<file path="src/rtl/lv_owt_tx_arb.sv">
// -----------------------------------------------------------------------------
// lv_owt_tx_arb
//
// Arbiter and sequencer for the LV-side one-wire (OWT) transmit channel.
// Three requesters share the serializer: the watchdog ADC refresh, SPI
// register-forward frames and FSM status frames. One winner is granted at a
// time. Its frame is presented to the serializer, and the grant is held until
// the serializer reports the end of the frame or the transmit timer expires.
// The winner then receives a one-cycle ack.
//
// State table
//   state        | meaning
//   -------------+------------------------------------------------------------
//   ST_IDLE      | waiting for a request; data/src hold the last frame
//   ST_LOAD      | frame presented (vld=1), waiting for serializer rdy
//   ST_WAIT_DONE | frame accepted, waiting for the done pulse
//   ST_ACK       | one-cycle ack to the winner (+ tmo_err when timed out)
//
// Ports
//   i_clk, i_rst_n           core clock, async active-low reset
//   i_owt_en                 channel enable; low forces IDLE
//   i_wdg_adc_req / o_wdg_adc_ack   watchdog request (level) / ack pulse
//   i_spi_tx_req, i_spi_tx_data / o_spi_tx_ack   SPI forward request
//   i_fsm_tx_req, i_fsm_tx_data / o_fsm_tx_ack   FSM status request
//   o_owt_tx_vld, o_owt_tx_data, o_owt_tx_src    frame to the serializer
//   i_owt_tx_rdy             serializer accepts on vld & rdy
//   i_owt_tx_done            end-of-frame pulse from the serializer
//   o_owt_tx_tmo_err         one-cycle pulse when a frame timed out
// -----------------------------------------------------------------------------
module lv_owt_tx_arb #(
  parameter int                  REG_AW      = 8,
  parameter int                  REG_DW      = 8,
  parameter logic [2*REG_DW-1:0] WDG_ADC_CMD = 16'hA5C3,
  parameter int                  TX_TMO_CYC  = 4096,
  parameter int                  END_OF_LIST = 1
) (
  input  logic                i_clk,
  input  logic                i_rst_n,
  input  logic                i_owt_en,

  input  logic                i_wdg_adc_req,
  output logic                o_wdg_adc_ack,

  input  logic                i_spi_tx_req,
  input  logic [2*REG_DW-1:0] i_spi_tx_data,
  output logic                o_spi_tx_ack,

  input  logic                i_fsm_tx_req,
  input  logic [2*REG_DW-1:0] i_fsm_tx_data,
  output logic                o_fsm_tx_ack,

  output logic                o_owt_tx_vld,
  output logic [2*REG_DW-1:0] o_owt_tx_data,
  output logic [1:0]          o_owt_tx_src,
  input  logic                i_owt_tx_rdy,
  input  logic                i_owt_tx_done,
  output logic                o_owt_tx_tmo_err
);

  localparam int FW    = 2 * REG_DW;
  localparam int CNT_W = (TX_TMO_CYC > 2) ? $clog2(TX_TMO_CYC) : 1;

  // The timer is a down-counter loaded on entry to LOAD; reaching zero marks
  // the last cycle before the timeout, TX_TMO_CYC-1 cycles after the load.
  localparam logic [CNT_W-1:0] TMO_LOAD = CNT_W'(TX_TMO_CYC - 1);

  localparam logic [1:0] SRC_WDG = 2'd0;
  localparam logic [1:0] SRC_SPI = 2'd1;
  localparam logic [1:0] SRC_FSM = 2'd2;

  typedef enum logic [1:0] {
    ST_IDLE      = 2'd0,
    ST_LOAD      = 2'd1,
    ST_WAIT_DONE = 2'd2,
    ST_ACK       = 2'd3
  } state_t;

  state_t           state;
  logic             rr_last;     // 0: spi granted last, 1: fsm granted last
  logic [CNT_W-1:0] tmo_cnt;

  logic             any_req;
  logic [1:0]       grant_src;
  logic [FW-1:0]    grant_data;
  logic             tmo_hit;

  // Parameters kept for interface compatibility; not used by the logic.
  logic unused_params;
  assign unused_params = (REG_AW != 0) ^ (END_OF_LIST != 0);

  assign any_req = i_wdg_adc_req | i_spi_tx_req | i_fsm_tx_req;
  assign tmo_hit = (tmo_cnt == '0);

  // Watchdog has strict priority; spi and fsm alternate on a tie, spi wins a
  // tie when fsm was the last of the two to be granted.
  always_comb begin
    grant_src  = SRC_WDG;
    grant_data = WDG_ADC_CMD;
    if (i_wdg_adc_req) begin
      grant_src  = SRC_WDG;
      grant_data = WDG_ADC_CMD;
    end else if (i_spi_tx_req && (!i_fsm_tx_req || rr_last)) begin
      grant_src  = SRC_SPI;
      grant_data = i_spi_tx_data;
    end else if (i_fsm_tx_req) begin
      grant_src  = SRC_FSM;
      grant_data = i_fsm_tx_data;
    end
  end

  always_ff @(posedge i_clk or negedge i_rst_n) begin
    if (!i_rst_n) begin
      state            <= ST_IDLE;
      rr_last          <= 1'b1;
      tmo_cnt          <= '0;
      o_owt_tx_vld     <= 1'b0;
      o_owt_tx_data    <= '0;
      o_owt_tx_src     <= SRC_WDG;
      o_wdg_adc_ack    <= 1'b0;
      o_spi_tx_ack     <= 1'b0;
      o_fsm_tx_ack     <= 1'b0;
      o_owt_tx_tmo_err <= 1'b0;
    end else begin
      // Pulses default low; they are raised only on entry to ACK.
      o_wdg_adc_ack    <= 1'b0;
      o_spi_tx_ack     <= 1'b0;
      o_fsm_tx_ack     <= 1'b0;
      o_owt_tx_tmo_err <= 1'b0;

      if (!i_owt_en) begin
        state        <= ST_IDLE;
        o_owt_tx_vld <= 1'b0;
        tmo_cnt      <= '0;
      end else begin
        case (state)
          ST_IDLE: begin
            if (any_req) begin
              state         <= ST_LOAD;
              o_owt_tx_vld  <= 1'b1;
              o_owt_tx_data <= grant_data;
              o_owt_tx_src  <= grant_src;
              tmo_cnt       <= TMO_LOAD;
              if (grant_src != SRC_WDG) begin
                rr_last <= (grant_src == SRC_FSM);
              end
            end
          end

          // done is not meaningful before the frame was accepted.
          ST_LOAD: begin
            if (tmo_hit) begin
              state            <= ST_ACK;
              o_owt_tx_vld     <= 1'b0;
              o_owt_tx_tmo_err <= 1'b1;
              o_wdg_adc_ack    <= (o_owt_tx_src == SRC_WDG);
              o_spi_tx_ack     <= (o_owt_tx_src == SRC_SPI);
              o_fsm_tx_ack     <= (o_owt_tx_src == SRC_FSM);
            end else begin
              tmo_cnt <= tmo_cnt - 1'b1;
              if (i_owt_tx_rdy) begin
                state        <= ST_WAIT_DONE;
                o_owt_tx_vld <= 1'b0;
              end
            end
          end

          // done takes precedence over a timeout landing in the same cycle.
          ST_WAIT_DONE: begin
            if (i_owt_tx_done || tmo_hit) begin
              state            <= ST_ACK;
              o_owt_tx_tmo_err <= !i_owt_tx_done;
              o_wdg_adc_ack    <= (o_owt_tx_src == SRC_WDG);
              o_spi_tx_ack     <= (o_owt_tx_src == SRC_SPI);
              o_fsm_tx_ack     <= (o_owt_tx_src == SRC_FSM);
            end else begin
              tmo_cnt <= tmo_cnt - 1'b1;
            end
          end

          ST_ACK: begin
            state   <= ST_IDLE;
            tmo_cnt <= '0;
          end

          default: begin
            state        <= ST_IDLE;
            o_owt_tx_vld <= 1'b0;
            tmo_cnt      <= '0;
          end
        endcase
      end
    end
  end

endmodule

</file>
<file path="config.mk">
export PLATFORM = sky130hd
export DESIGN_NAME = lv_owt_tx_arb
export DESIGN_NICKNAME = d
export VERILOG_FILES = /design/src/rtl/lv_owt_tx_arb.sv
export SDC_FILE = /design/constraint.sdc
export NUM_CORES = 1
export LEC_CHECK = 0
export CORE_ASPECT_RATIO = 1.25
export CORE_MARGIN = 5
export CORE_UTILIZATION = 40
export DETAILED_ROUTE_END_ITERATION = 10
export PLACE_DENSITY_LB_ADDON = 0.12
export SLEW_MARGIN = 25
export SYNTH_ARGS = -nofsm -noshare
export SYNTH_HDL_FRONTEND = slang
export SYNTH_SLANG_ARGS = --single-unit
</file>
<file path="constraint.sdc">
create_clock -name i_clk -period 2.4 [get_ports i_clk]
set_input_delay 0.72 -clock i_clk [delete_from_list [all_inputs] [get_ports i_clk]]
set_output_delay 0.72 -clock i_clk [all_outputs]
set_load 0.02 [all_outputs]
</file>
==> flow_metrics.py <==
metrics = {
    "status": {
        "status": "completed",
    },
    "timing": {
        "finClkSkew_ns": 0.00330,
        "worst_pin_slew_ns": 0.566,
        "setup_violations": 0,
        "drv_slew": 0,
        "relSlewSlack_pct": 62.1,
        "fin_crit_sh_pct": 93.7,
        "tns_ns": 0,
        "rsz0062_at_grt": "false",
        "fmax_mhz": 445,
        "min_period_ns": 2.25,
        "hold_viol_final": 0,
    },
    "clock_tree": {
        "hold_buffers": 0,
        "clockRootBuffer": "clkbuf_8",
        "cts_made_buffers": 5,
        "cts_tree": "done",
        "cts.sinks": 38,
        "cts_max_level": 2,
        "clk_pin_slew_ns": 0.07,
        "clockBufferDepth": 2,
        "post_cts_resized": 0,
        "post-cts-setup-buffers": 0,
        "insertion_delay_ns": 0.29,
    },
    "placed_design": {
        "io_buffers": 62,
        "globalplace.congestion": 0.872,
        "dp_hpwl_um": 4010,
    },
    "global_route": {
        "grt_start_max_net_pins": 39,
        "grtUsageTotal_pct": 17.6,
        "grt_pass1_wl_um": 8830,
        "antenna_found_initial": 0,
        "grt_pass1_vias": 1954,
        "grt-ovfl-total": 0,
    },
    "yosys": {
        "seq_area_frac_synth_pct": 48.3,
        "syn_area_sq_mm": 0.00197,
        "yosys-top-cells-area": "dfrtp_1 47%, nor2_1 6.3%, o22ai_1 4.4%, a222oi_1 4.1%, nand2_1 4.0%",
        "async_flop_share_pct": 100,
        "synth_edf_count": 0,
        "synth.distinct_cells": 37,
        "synth_top_flop_cell": "dfrtp_1",
        "synthCells": 217,
        "yosys-top-cells-count": "37 x dfrtp_1, 33 x nor2_1, 21 x nand2_1",
        "synth_top_family_by_area": "simple AND/OR/NAND/NOR gates",
        "synth.largest_area_cell": "dfrtp_1",
        "syn-num-nets": 263,
        "yosys.area_share.simple_pct": 27.7,
        "synth_top_area_share_pct": 47.0,
        "synth-compound-area-share_pct": 14.6,
        "muxShareOfSynthArea_pct": 0.572,
        "ys.warnings.count": 0,
        "avgSynthCellArea_sq_um": 9.08,
        "synth_xor_area_share_pct": 0,
        "yosysMostFrequentCell": "dfrtp_1",
        "synth-adder-area-share_pct": 3.81,
        "ys_ff_latch": 38,
    },
    "power_and_ir_drop": {
        "finalPower_mw": 3.15,
        "power_density_mw_per_mm2": 1100,
        "ir_worst_vdd_uv": 513,
        "leakagePower_nw": 1.27,
    },
    "routing": {
        "via_per_inst": 5.26,
        "wl_um": 5370,
        "drtIter0Drc": 84,
        "vias": 1892,
        "drt-wirelength-per-cell_um": 14.9,
        "dr.pass1.iters": 4,
        "drc": 0,
        "ant_nets": 0,
    },
    "worst_hold_path": {
        "hp-class": "input port to async pin",
    },
    "die": {
        "core_area_sq_mm": 0.00476,
        "dieHeight_um": 88.5,
        "start_util_pct": 41.3,
        "rows": 28,
        "ios": 63,
        "die_w_um": 72.8,
        "dieArea_sq_mm": 0.00644,
    },
    "layout": {
        "antenna_cells": 0,
        "drive_above_1_share_pct": 12.3,
        "areaGrowthSynthToFinish_pct": 45.0,
        "fin_nets": 345,
    },
    "worst_setup_path": {
        "crit_arrival_ns": 2.44,
        "path_buf_inv": 0,
        "worstSetupEndpointType": "flip-flop",
        "crit_fanout": 9,
        "cp_top_family": "simple AND/OR/NAND/NOR gates",
        "slowest_delay_ns": 0.55,
        "path_cells": "or4_1 -> o41a_1 -> o21a_1 -> and2_4 -> nor4_2",
        "worstSetupStartpointType": "flip-flop",
        "path_class": "flip-flop to flip-flop",
        "required_ns": 2.59,
        "cp_slowest_cell": "or4_1",
    },
    "run": {
        "max-cap-violations": 0,
    },
}
cell families (layout without fill, tap and decap cells):
family,after synthesis,count (layout)
compound gates,41,41
simple gates,109,109
mux,1,1
buf+inv,22,105
fa+ha+maj,6,6
flops,38,38
per-layer routing:
layer | track usage, % | routed length (um)
met1 | 20.7 | 2200
met2 | 30.3 | 2680
met3 | 4.09 | 318
met4 | 8.05 | 168
met5 | 0 | 0
area by class of cell:
class                           instances  area [sq um]
Clock buffer                            6          72.6
Clock inverter                          2          10.0
Fill cell                             454          1910
Inverter                               14          52.6
Multi-Input combinational cell        157           920
Sequential cell                        38           952
Tap cell                               60          75.1
Timing Repair Buffer                   83           773
flip-flops by register name, summed over array words and instances (netlist names):
name	count
rr_last	1
o_fsm_tx_ack	1
o_spi_tx_ack	1
o_owt_tx_src	2
o_owt_tx_vld	1
o_owt_tx_data	16
state	2
tmo_cnt	12
o_wdg_adc_ack	1
o_owt_tx_tmo_err	1
where the power goes:
group	total (mW)	switching (mW)	internal, mW	leakage (nW)
clock	0.427	0.225	0.201	0.0450
sequential	1.15	0.227	0.919	0.462
combinational	1.57	0.825	0.748	0.767
final timing paths:
path | from | to | slack (ns) | cells past startpoint
worst min register to register | rr_last | rr_last | 0.48 | 2
worst min-delay path | i_rst_n | o_owt_tx_data[11] | 0.47 | 2
worst max-delay path | tmo_cnt[5] | tmo_cnt[10] | 0.15 | 5
max in group asynchronous | i_rst_n | rr_last | 1.56 | 2
worst max register to register | tmo_cnt[5] | tmo_cnt[10] | 0.15 | 5
min in group i_clk | rr_last | rr_last | 0.48 | 2
layout by cell type (no fill, tap or decap), types with 2 or more instances in the layout:
cell | synthesis | routed
clkdlybuf4s50_1 | 0 | 61
dfrtp_1 | 37 | 37
nor2_1 | 33 | 33
nand2_1 | 21 | 21
buf_4 | 0 | 21
inv_1 | 14 | 14
o22ai_1 | 14 | 14
nor3_1 | 12 | 12
o21ai_0 | 9 | 9
nand2b_1 | 8 | 8
a222oi_1 | 8 | 8
nand3_1 | 8 | 8
ha_1 | 6 | 6
nor4_1 | 5 | 5
clkbuf_8 | 0 | 5
or2_2 | 3 | 3
nor3b_1 | 3 | 3
and3_1 | 3 | 3
a21oi_1 | 3 | 3
nor2b_1 | 2 | 2
or4_1 | 2 | 2
nand4_1 | 2 | 2
clkinv_2 | 0 | 2
stage by stage:
stage	setup WS (ns)	instance area [sq um]	util, %	instances	hold WS (ns)
2_1_floorplan	0.107	1970	-	217	0.424
3_3_place_gp	-0.0411	2770	58.2	352	0.457
3_5_place_dp	-0.0927	2770	58.2	352	0.461
4_1_cts	0.146	2860	59.9	360	0.473
5_1_grt	0.0406	2860	59.9	360	0.506
6_report	0.151	2860	59.9	360	0.475
Note: power is estimated with default switching activity, not from simulation.
